$ cat src/rtl/alu_div_sequencer_if.sv
// Bundles the divide request/result signals and the shared ALU port.
// The sequencer sits on the slave side; requester, EX stage and ALU sit on master.
// Plain wires only; timing is defined by the sequencer itself.
interface alu_div_sequencer_if;
  logic        start;
  logic        is_signed;
  logic [31:0] dividend;
  logic [31:0] divisor;
  logic [31:0] ex_op1;
  logic [31:0] ex_op2;
  logic [2:0]  ex_funct;
  logic [31:0] alu_op1;
  logic [31:0] alu_op2;
  logic [2:0]  alu_funct;
  logic [31:0] alu_out;
  logic        alu_carry;
  logic        busy;
  logic        done;
  logic [31:0] quotient;
  logic [31:0] remainder;
  logic        div_by_zero;

  modport master (
    output start, is_signed, dividend, divisor, ex_op1, ex_op2, ex_funct,
    output alu_out, alu_carry,
    input  alu_op1, alu_op2, alu_funct, busy, done, quotient, remainder, div_by_zero
  );

  modport slave (
    input  start, is_signed, dividend, divisor, ex_op1, ex_op2, ex_funct,
    input  alu_out, alu_carry,
    output alu_op1, alu_op2, alu_funct, busy, done, quotient, remainder, div_by_zero
  );
endinterface

$ cat src/rtl/alu_div_sequencer.sv
// Multi-cycle restoring divider that borrows the EX-stage ALU (unsigned/signed, div-by-zero flag).
// Latency start->done: 33 cycles unsigned, 37 signed, 1 for a zero divisor.
// Stalls the pipeline via busy; start is ignored unless IDLE, requester holds it until done.
module alu_div_sequencer #(
  parameter int          WIDTH    = 32,
  parameter logic [31:0] DBZ_QUOT = 32'hFFFF_FFFF
) (
  input logic              clk,
  input logic              rst,
  alu_div_sequencer_if.slave bus
);

  localparam logic [2:0] FN_ADD = 3'd0;
  localparam logic [2:0] FN_SUB = 3'd1;

  typedef enum logic [2:0] {
    S_IDLE, S_NEG_A, S_NEG_B, S_DIV, S_NEG_Q, S_NEG_R, S_DONE
  } state_t;

  state_t             state_q, state_d;
  logic [4:0]         cnt_q, cnt_d;
  // q_q holds the dividend, then |A|, then the shifting quotient
  logic [WIDTH-1:0]   q_q, q_d;
  logic [WIDTH-1:0]   b_q, b_d;
  logic [WIDTH-1:0]   r_q, r_d;
  logic [WIDTH-1:0]   quot_q, quot_d;
  logic [WIDTH-1:0]   rem_q, rem_d;
  logic               sa_q, sa_d, sb_q, sb_d, sg_q, sg_d, dbz_q, dbz_d;

  logic [WIDTH-1:0]   shift_s;
  logic               take_sub;
  logic [WIDTH-1:0]   q_shift;
  logic [WIDTH-1:0]   r_next;

  // One restoring step: the shifted-out remainder msb forces a subtract since
  // the 33-bit partial remainder then always exceeds a 32-bit divisor.
  assign shift_s  = {r_q[WIDTH-2:0], q_q[WIDTH-1]};
  assign take_sub = r_q[WIDTH-1] | ~bus.alu_carry;
  assign q_shift  = {q_q[WIDTH-2:0], take_sub};
  assign r_next   = take_sub ? bus.alu_out : shift_s;

  // State and datapath registers; reset abandons any divide in flight
  always_ff @(posedge clk or posedge rst) begin
    if (rst) begin
      state_q <= S_IDLE;
      cnt_q   <= '0;
      q_q     <= '0;
      b_q     <= '0;
      r_q     <= '0;
      quot_q  <= '0;
      rem_q   <= '0;
      sa_q    <= 1'b0;
      sb_q    <= 1'b0;
      sg_q    <= 1'b0;
      dbz_q   <= 1'b0;
    end else begin
      state_q <= state_d;
      cnt_q   <= cnt_d;
      q_q     <= q_d;
      b_q     <= b_d;
      r_q     <= r_d;
      quot_q  <= quot_d;
      rem_q   <= rem_d;
      sa_q    <= sa_d;
      sb_q    <= sb_d;
      sg_q    <= sg_d;
      dbz_q   <= dbz_d;
    end
  end

  // Next-state sequencing
  always_comb begin
    state_d = state_q;
    case (state_q)
      S_IDLE: begin
        if (bus.start) begin
          if (bus.divisor == '0) state_d = S_DONE;
          else if (bus.is_signed) state_d = S_NEG_A;
          else state_d = S_DIV;
        end
      end
      S_NEG_A: state_d = S_NEG_B;
      S_NEG_B: state_d = S_DIV;
      S_DIV:   if (cnt_q == 5'd31) state_d = sg_q ? S_NEG_Q : S_DONE;
      S_NEG_Q: state_d = S_NEG_R;
      S_NEG_R: state_d = S_DONE;
      S_DONE:  state_d = S_IDLE;
      default: state_d = S_IDLE;
    endcase
  end

  // ALU ownership mux and status outputs
  always_comb begin
    bus.alu_op1   = bus.ex_op1;
    bus.alu_op2   = bus.ex_op2;
    bus.alu_funct = bus.ex_funct;
    bus.busy      = 1'b0;
    bus.done      = 1'b0;
    case (state_q)
      S_NEG_A: begin
        bus.alu_op1 = '0; bus.alu_op2 = q_q; bus.alu_funct = sa_q ? FN_SUB : FN_ADD; bus.busy = 1'b1;
      end
      S_NEG_B: begin
        bus.alu_op1 = '0; bus.alu_op2 = b_q; bus.alu_funct = sb_q ? FN_SUB : FN_ADD; bus.busy = 1'b1;
      end
      S_DIV: begin
        bus.alu_op1 = shift_s; bus.alu_op2 = b_q; bus.alu_funct = FN_SUB; bus.busy = 1'b1;
      end
      S_NEG_Q: begin
        bus.alu_op1 = '0; bus.alu_op2 = q_q; bus.alu_funct = (sa_q ^ sb_q) ? FN_SUB : FN_ADD; bus.busy = 1'b1;
      end
      S_NEG_R: begin
        bus.alu_op1 = '0; bus.alu_op2 = r_q; bus.alu_funct = sa_q ? FN_SUB : FN_ADD; bus.busy = 1'b1;
      end
      S_DONE:  bus.done = 1'b1;
      default: ;
    endcase
  end

  // Datapath updates; result registers only change when a divide completes
  always_comb begin
    cnt_d  = cnt_q;
    q_d    = q_q;
    b_d    = b_q;
    r_d    = r_q;
    quot_d = quot_q;
    rem_d  = rem_q;
    sa_d   = sa_q;
    sb_d   = sb_q;
    sg_d   = sg_q;
    dbz_d  = dbz_q;
    case (state_q)
      S_IDLE: begin
        if (bus.start) begin
          if (bus.divisor == '0) begin
            quot_d = DBZ_QUOT;
            rem_d  = bus.dividend;
            dbz_d  = 1'b1;
          end else begin
            q_d   = bus.dividend;
            b_d   = bus.divisor;
            r_d   = '0;
            cnt_d = '0;
            sa_d  = bus.dividend[WIDTH-1] & bus.is_signed;
            sb_d  = bus.divisor[WIDTH-1] & bus.is_signed;
            sg_d  = bus.is_signed;
            dbz_d = 1'b0;
          end
        end
      end
      S_NEG_A: q_d = bus.alu_out;
      S_NEG_B: b_d = bus.alu_out;
      S_DIV: begin
        q_d   = q_shift;
        r_d   = r_next;
        cnt_d = cnt_q + 5'd1;
        if (cnt_q == 5'd31 && !sg_q) begin
          quot_d = q_shift;
          rem_d  = r_next;
        end
      end
      S_NEG_Q: q_d = bus.alu_out;
      S_NEG_R: begin
        r_d    = bus.alu_out;
        quot_d = q_q;
        rem_d  = bus.alu_out;
      end
      default: ;
    endcase
  end

  assign bus.quotient    = quot_q;
  assign bus.remainder   = rem_q;
  assign bus.div_by_zero = dbz_q;

endmodule

$ cat src/flat_wrapper.sv
// flat-port wrapper written by rule: the top's interface ports become plain ports
module alu_div_sequencer_flat 
#(
  parameter int          WIDTH    = 32,
  parameter logic [31:0] DBZ_QUOT = 32'hFFFF_FFFF
)
  (clk, rst, bus_start, bus_is_signed, bus_dividend, bus_divisor, bus_ex_op1, bus_ex_op2, bus_ex_funct, bus_alu_out, bus_alu_carry, bus_alu_op1, bus_alu_op2, bus_alu_funct, bus_busy, bus_done, bus_quotient, bus_remainder, bus_div_by_zero);
  alu_div_sequencer_if bus_i ();
  input logic clk;
  input logic rst;
  input wire logic [$bits(bus_i.start)-1:0] bus_start;
  input wire logic [$bits(bus_i.is_signed)-1:0] bus_is_signed;
  input wire logic [$bits(bus_i.dividend)-1:0] bus_dividend;
  input wire logic [$bits(bus_i.divisor)-1:0] bus_divisor;
  input wire logic [$bits(bus_i.ex_op1)-1:0] bus_ex_op1;
  input wire logic [$bits(bus_i.ex_op2)-1:0] bus_ex_op2;
  input wire logic [$bits(bus_i.ex_funct)-1:0] bus_ex_funct;
  input wire logic [$bits(bus_i.alu_out)-1:0] bus_alu_out;
  input wire logic [$bits(bus_i.alu_carry)-1:0] bus_alu_carry;
  output wire logic [$bits(bus_i.alu_op1)-1:0] bus_alu_op1;
  output wire logic [$bits(bus_i.alu_op2)-1:0] bus_alu_op2;
  output wire logic [$bits(bus_i.alu_funct)-1:0] bus_alu_funct;
  output wire logic [$bits(bus_i.busy)-1:0] bus_busy;
  output wire logic [$bits(bus_i.done)-1:0] bus_done;
  output wire logic [$bits(bus_i.quotient)-1:0] bus_quotient;
  output wire logic [$bits(bus_i.remainder)-1:0] bus_remainder;
  output wire logic [$bits(bus_i.div_by_zero)-1:0] bus_div_by_zero;
  assign bus_i.start = bus_start;
  assign bus_i.is_signed = bus_is_signed;
  assign bus_i.dividend = bus_dividend;
  assign bus_i.divisor = bus_divisor;
  assign bus_i.ex_op1 = bus_ex_op1;
  assign bus_i.ex_op2 = bus_ex_op2;
  assign bus_i.ex_funct = bus_ex_funct;
  assign bus_i.alu_out = bus_alu_out;
  assign bus_i.alu_carry = bus_alu_carry;
  assign bus_alu_op1 = bus_i.alu_op1;
  assign bus_alu_op2 = bus_i.alu_op2;
  assign bus_alu_funct = bus_i.alu_funct;
  assign bus_busy = bus_i.busy;
  assign bus_done = bus_i.done;
  assign bus_quotient = bus_i.quotient;
  assign bus_remainder = bus_i.remainder;
  assign bus_div_by_zero = bus_i.div_by_zero;
  alu_div_sequencer #(.WIDTH(WIDTH), .DBZ_QUOT(DBZ_QUOT)) u_core (.clk(clk), .rst(rst), .bus(bus_i));
endmodule
$ cat config.mk
export PLATFORM = sky130hd
export DESIGN_NAME = alu_div_sequencer_flat
export DESIGN_NICKNAME = d
export VERILOG_FILES = /design/src/rtl/alu_div_sequencer_if.sv /design/src/rtl/alu_div_sequencer.sv /design/src/flat_wrapper.sv
export SDC_FILE = /design/constraint.sdc
export NUM_CORES = 1
export LEC_CHECK = 0
export ABC_AREA = 1
export CORE_ASPECT_RATIO = 1.5
export CORE_MARGIN = 2
export CORE_UTILIZATION = 39
export CTS_CLUSTER_DIAMETER = 120
export DETAILED_ROUTE_END_ITERATION = 12
export DONT_BUFFER_PORTS = 1
export MAX_ROUTING_LAYER = met4
export PLACE_DENSITY = 0.52
export SETUP_SLACK_MARGIN = 0.3
export SLEW_MARGIN = 0
export SYNTH_ARGS = -nofsm -noshare
export SYNTH_HDL_FRONTEND = slang
export SYNTH_SLANG_ARGS = --single-unit
$ cat constraint.sdc
create_clock -name clk -period 6.8 [get_ports clk]
set_input_delay 1.36 -clock clk [delete_from_list [all_inputs] [get_ports clk]]
set_output_delay 1.36 -clock clk [all_outputs]
set_load 0.02 [all_outputs]
==> results.yml <==
critical_path:
  slowest_stage: "nor2_4"
  crit_fanout: 69
  cpPeakStageDelay_ns: 0.91
  crit_type: "flop to output pin"
  worstSetupEndpointType: "output pin"
  crit_top_cell: "inv_2"
  arrival_ns: 3.69
  critPathRequiredTime_ns: 5.44
  crit_chain: "inv_2, nand2_4, nor2_4, inv_2, o21ai_0"
  cp-start-kind: "flop"
cells_and_area:
  synthToLayoutAreaGrowth_pct: 6.71
  nets: 1667
  nFillCells: 2930
  layout-drive-gt1-share: 0.0464
  multi_input_area_um2: 5580
  register_area_um2: 4300
  diodes: 0
power:
  p_leak_nw: 5.62
  power.density_nw_per_um2: 618
  max-vdd-ir-drop_mv: 0.395
timing:
  hold_slack_ns: 0.497
  finalSetupViolations: 0
  timing.fmax_mhz: 198
  finClkSkew_ns: 0.0115
  timing.final.crit_share: 0.743
  period_minus_slack_ns: 5.05
  rsz0062_at_grt: "no"
  max_slew.worst_pin.slew_ns: 1.02
  final_hold_viol_count: 0
  fin_tns_setup_ns: 0
  slew_headroom: 0.319
  final_max_slew_viol_count: 0
synth:
  syn_area_um2: 10700
  synth_area_per_cell_um2: 6.76
  synthCells: 1577
  yosysWarnings: 0
  syn_nets: 1747
  synth.yosys.seq_area_share: 0.404
  ys_ff_latch: 172
  yosysUniqueCellTypes: 30
clock_network:
  htreeDepth: 4
  cts_tree: "built"
  cts_buffer_depth: 2
  postCtsSetupRepairBufs: 0
  post_cts_resized: 0
  cts_made_buffers: 17
  cts_sinks: 172
  clk_root_buffer_cell: "clkbuf_16"
  clock_latency_ns: 0.46
  hold_buffers: 0
  clk_pin_slew_ns: 0.07
detailed_routing:
  post_drt_wl_per_cell_um: 23.5
  vias_per_cell: 5.84
  vias: 10800
  drtAntennaViolNets: 0
  drt_iter0_drc: 974
  drcViolationCount: 0
  routed_wl_um: 43600
  drt_pass1_iterations: 8
global_route:
  grt_antenna_before_repair: 0
  grt_pass1_wl_um: 64800
  overflow: 0
  grt_start_max_net_pins: 100
  grt.total_usage: 0.310
  grt_pass1_vias: 10600
job:
  cap_violations: 0
floorplanning:
  die_area_um2: 28700
  initial_core_util: 0.394
  core_area_um2: 27000
  die_w_um: 139
  die_h_um: 207
  row_count: 74
  pin_count: 302
outcome:
  status: "finished clean"
placed_design:
  io_buffers: 0
  gp_routability_congestion: 0.860
  dp_hpwl_um: 28700
min_path:
  min_path_type: "flop to flop"
==> flip-flops by register name (all words and copies together), names as in the netlist <==
name	flops
u_core.sa_q	1
u_core.bus.quotient	32
u_core.b_q	32
u_core.sb_q	1
u_core.bus.remainder	32
u_core.sg_q	1
u_core.state_q	3
u_core.q_q	32
u_core.cnt_q	5
u_core.r_q	32
u_core.bus.div_by_zero	1
==> synth_stat cells <==
cell      count  area (um^2)
buf_1        17         63.8
clkinv_1      1         3.75
or2_2         2         12.5
nand2_4       1         11.3
nand4_1      32          200
inv_1        82          308
a211oi_1      1         7.51
o21ai_1       1         5.00
a21oi_1       2         10.0
buf_4         6         45.0
nor2_4        2         22.5
nand3_1     295         1480
o211ai_1     33          248
o21ai_2       1         8.76
inv_2         3         11.3
or2_1         1         6.26
o21ai_0     103          515
a31oi_1       1         6.26
buf_6         1         11.3
dfrtp_1     172         4300
a22oi_1      64          480
nor2_1       28          105
o21a_1        1         7.51
nor2_2        3         18.8
clkbuf_1     69          259
nand2_2       1         6.26
nand2_1     621         2330
buf_2        29          145
nor3_1        2         10.0
ha_1          2         25.0
==> logic make-up after synthesis <==
kind of cell	share of synthesized area
fa+ha+maj	0.00235
flops	0.404
compound gates	0.121
simple gates	0.394
buf+inv	0.0794
==> worst max-delay path, delay by kind of cell, from the launching register on <==
| family | cells | cell delay [ns] |
|---|---|---|
| buf+inv | 2 | 0.71 |
| compound gates | 1 | 0.70 |
| simple gates | 2 | 1.36 |
| flops | 1 | 0.45 |
==> where the power goes <==
part / internal, mW / switching (mW)
sequential: 1.52 / 0.636
combinational: 0.970 / 2.90
clock: 0.567 / 0.442
total: 3.06 / 3.97
==> through the flow <==
stage               power [mW]  instance area (um^2)  cells   util  setup WS, ns
finish                    7.03                 11400   1852  0.421          1.75
global route              7.56                 11400   1852  0.421          1.50
CTS                       7.07                 11400   1852  0.421          1.68
detailed placement        6.05                 10800   1820  0.400          2.18
global placement          5.99                 10800   1820  0.400          2.25
floorplan                 4.94                 10700   1577      -         0.780
==> area by class of cell <==
cell class                      count  share of cell area
Clock buffer                       24              0.0423
Clock inverter                      8             0.00792
Inverter                           86              0.0288
Multi-Input combinational cell   1197               0.490
Sequential cell                   172               0.378
Tap cell                          342              0.0376
Timing Repair Buffer               23              0.0152
==> metal layers <==
metal | part of all wire | vias up | global-route usage | wire length [um]
li1 | - | 5080 | - | -
met1 | 0.38 | 5174 | 0.339 | 16500
met2 | 0.50 | 480 | 0.530 | 21800
met3 | 0.073 | 86 | 0.0697 | 3190
met4 | 0.049 | 0 | 0.163 | 2120
met5 | 0 | - | - | 0
==> worst paths after layout <==
path,from,to,slack (ns),cells past startpoint
setup / recovery,u_core.state_q[2],bus_alu_op1[31],1.75,5
hold / removal,u_core.r_q[25],u_core.r_q[25],0.50,2
setup reg to reg,u_core.state_q[2],u_core.bus.remainder[5],2.48,10
hold reg to reg,u_core.r_q[25],u_core.r_q[25],0.50,2
max in group asynchronous,rst,u_core.q_q[29],4.63,2
min in group asynchronous,rst,u_core.bus.remainder[27],0.84,1
==> cell usage in the layout, fill, tap and decap left out <==
| cell type | synthesis | layout |
|---|---|---|
| nand2_2 | 1 | 1 |
| nor2_1 | 28 | 27 |
| clkbuf_1 | 69 | 4 |
| ha_1 | 2 | 2 |
| or2_2 | 2 | 2 |
| clkbuf_8 | 0 | 3 |
| o21a_1 | 1 | 1 |
| nor3_1 | 2 | 2 |
| a211oi_1 | 1 | 1 |
| a21oi_1 | 2 | 2 |
| nand3_1 | 295 | 295 |
| clkinv_4 | 0 | 1 |
| nor2_4 | 2 | 5 |
| buf_4 | 6 | 23 |
| clkbuf_16 | 0 | 17 |
| a22oi_1 | 64 | 64 |
| nor2_2 | 3 | 1 |
| o211ai_1 | 33 | 33 |
| nand2_4 | 1 | 3 |
| clkinv_2 | 0 | 6 |
| bufinv_16 | 0 | 2 |
| o21ai_0 | 103 | 102 |
| a31oi_1 | 1 | 1 |
| inv_1 | 82 | 81 |
| nand4_1 | 32 | 32 |
| clkinv_1 | 1 | 1 |
| or2_1 | 1 | 1 |
| dfrtp_1 | 172 | 172 |
| inv_2 | 3 | 3 |
| o21ai_4 | 0 | 3 |
| nand2_1 | 621 | 619 |
(Power assumes the default switching activity.)
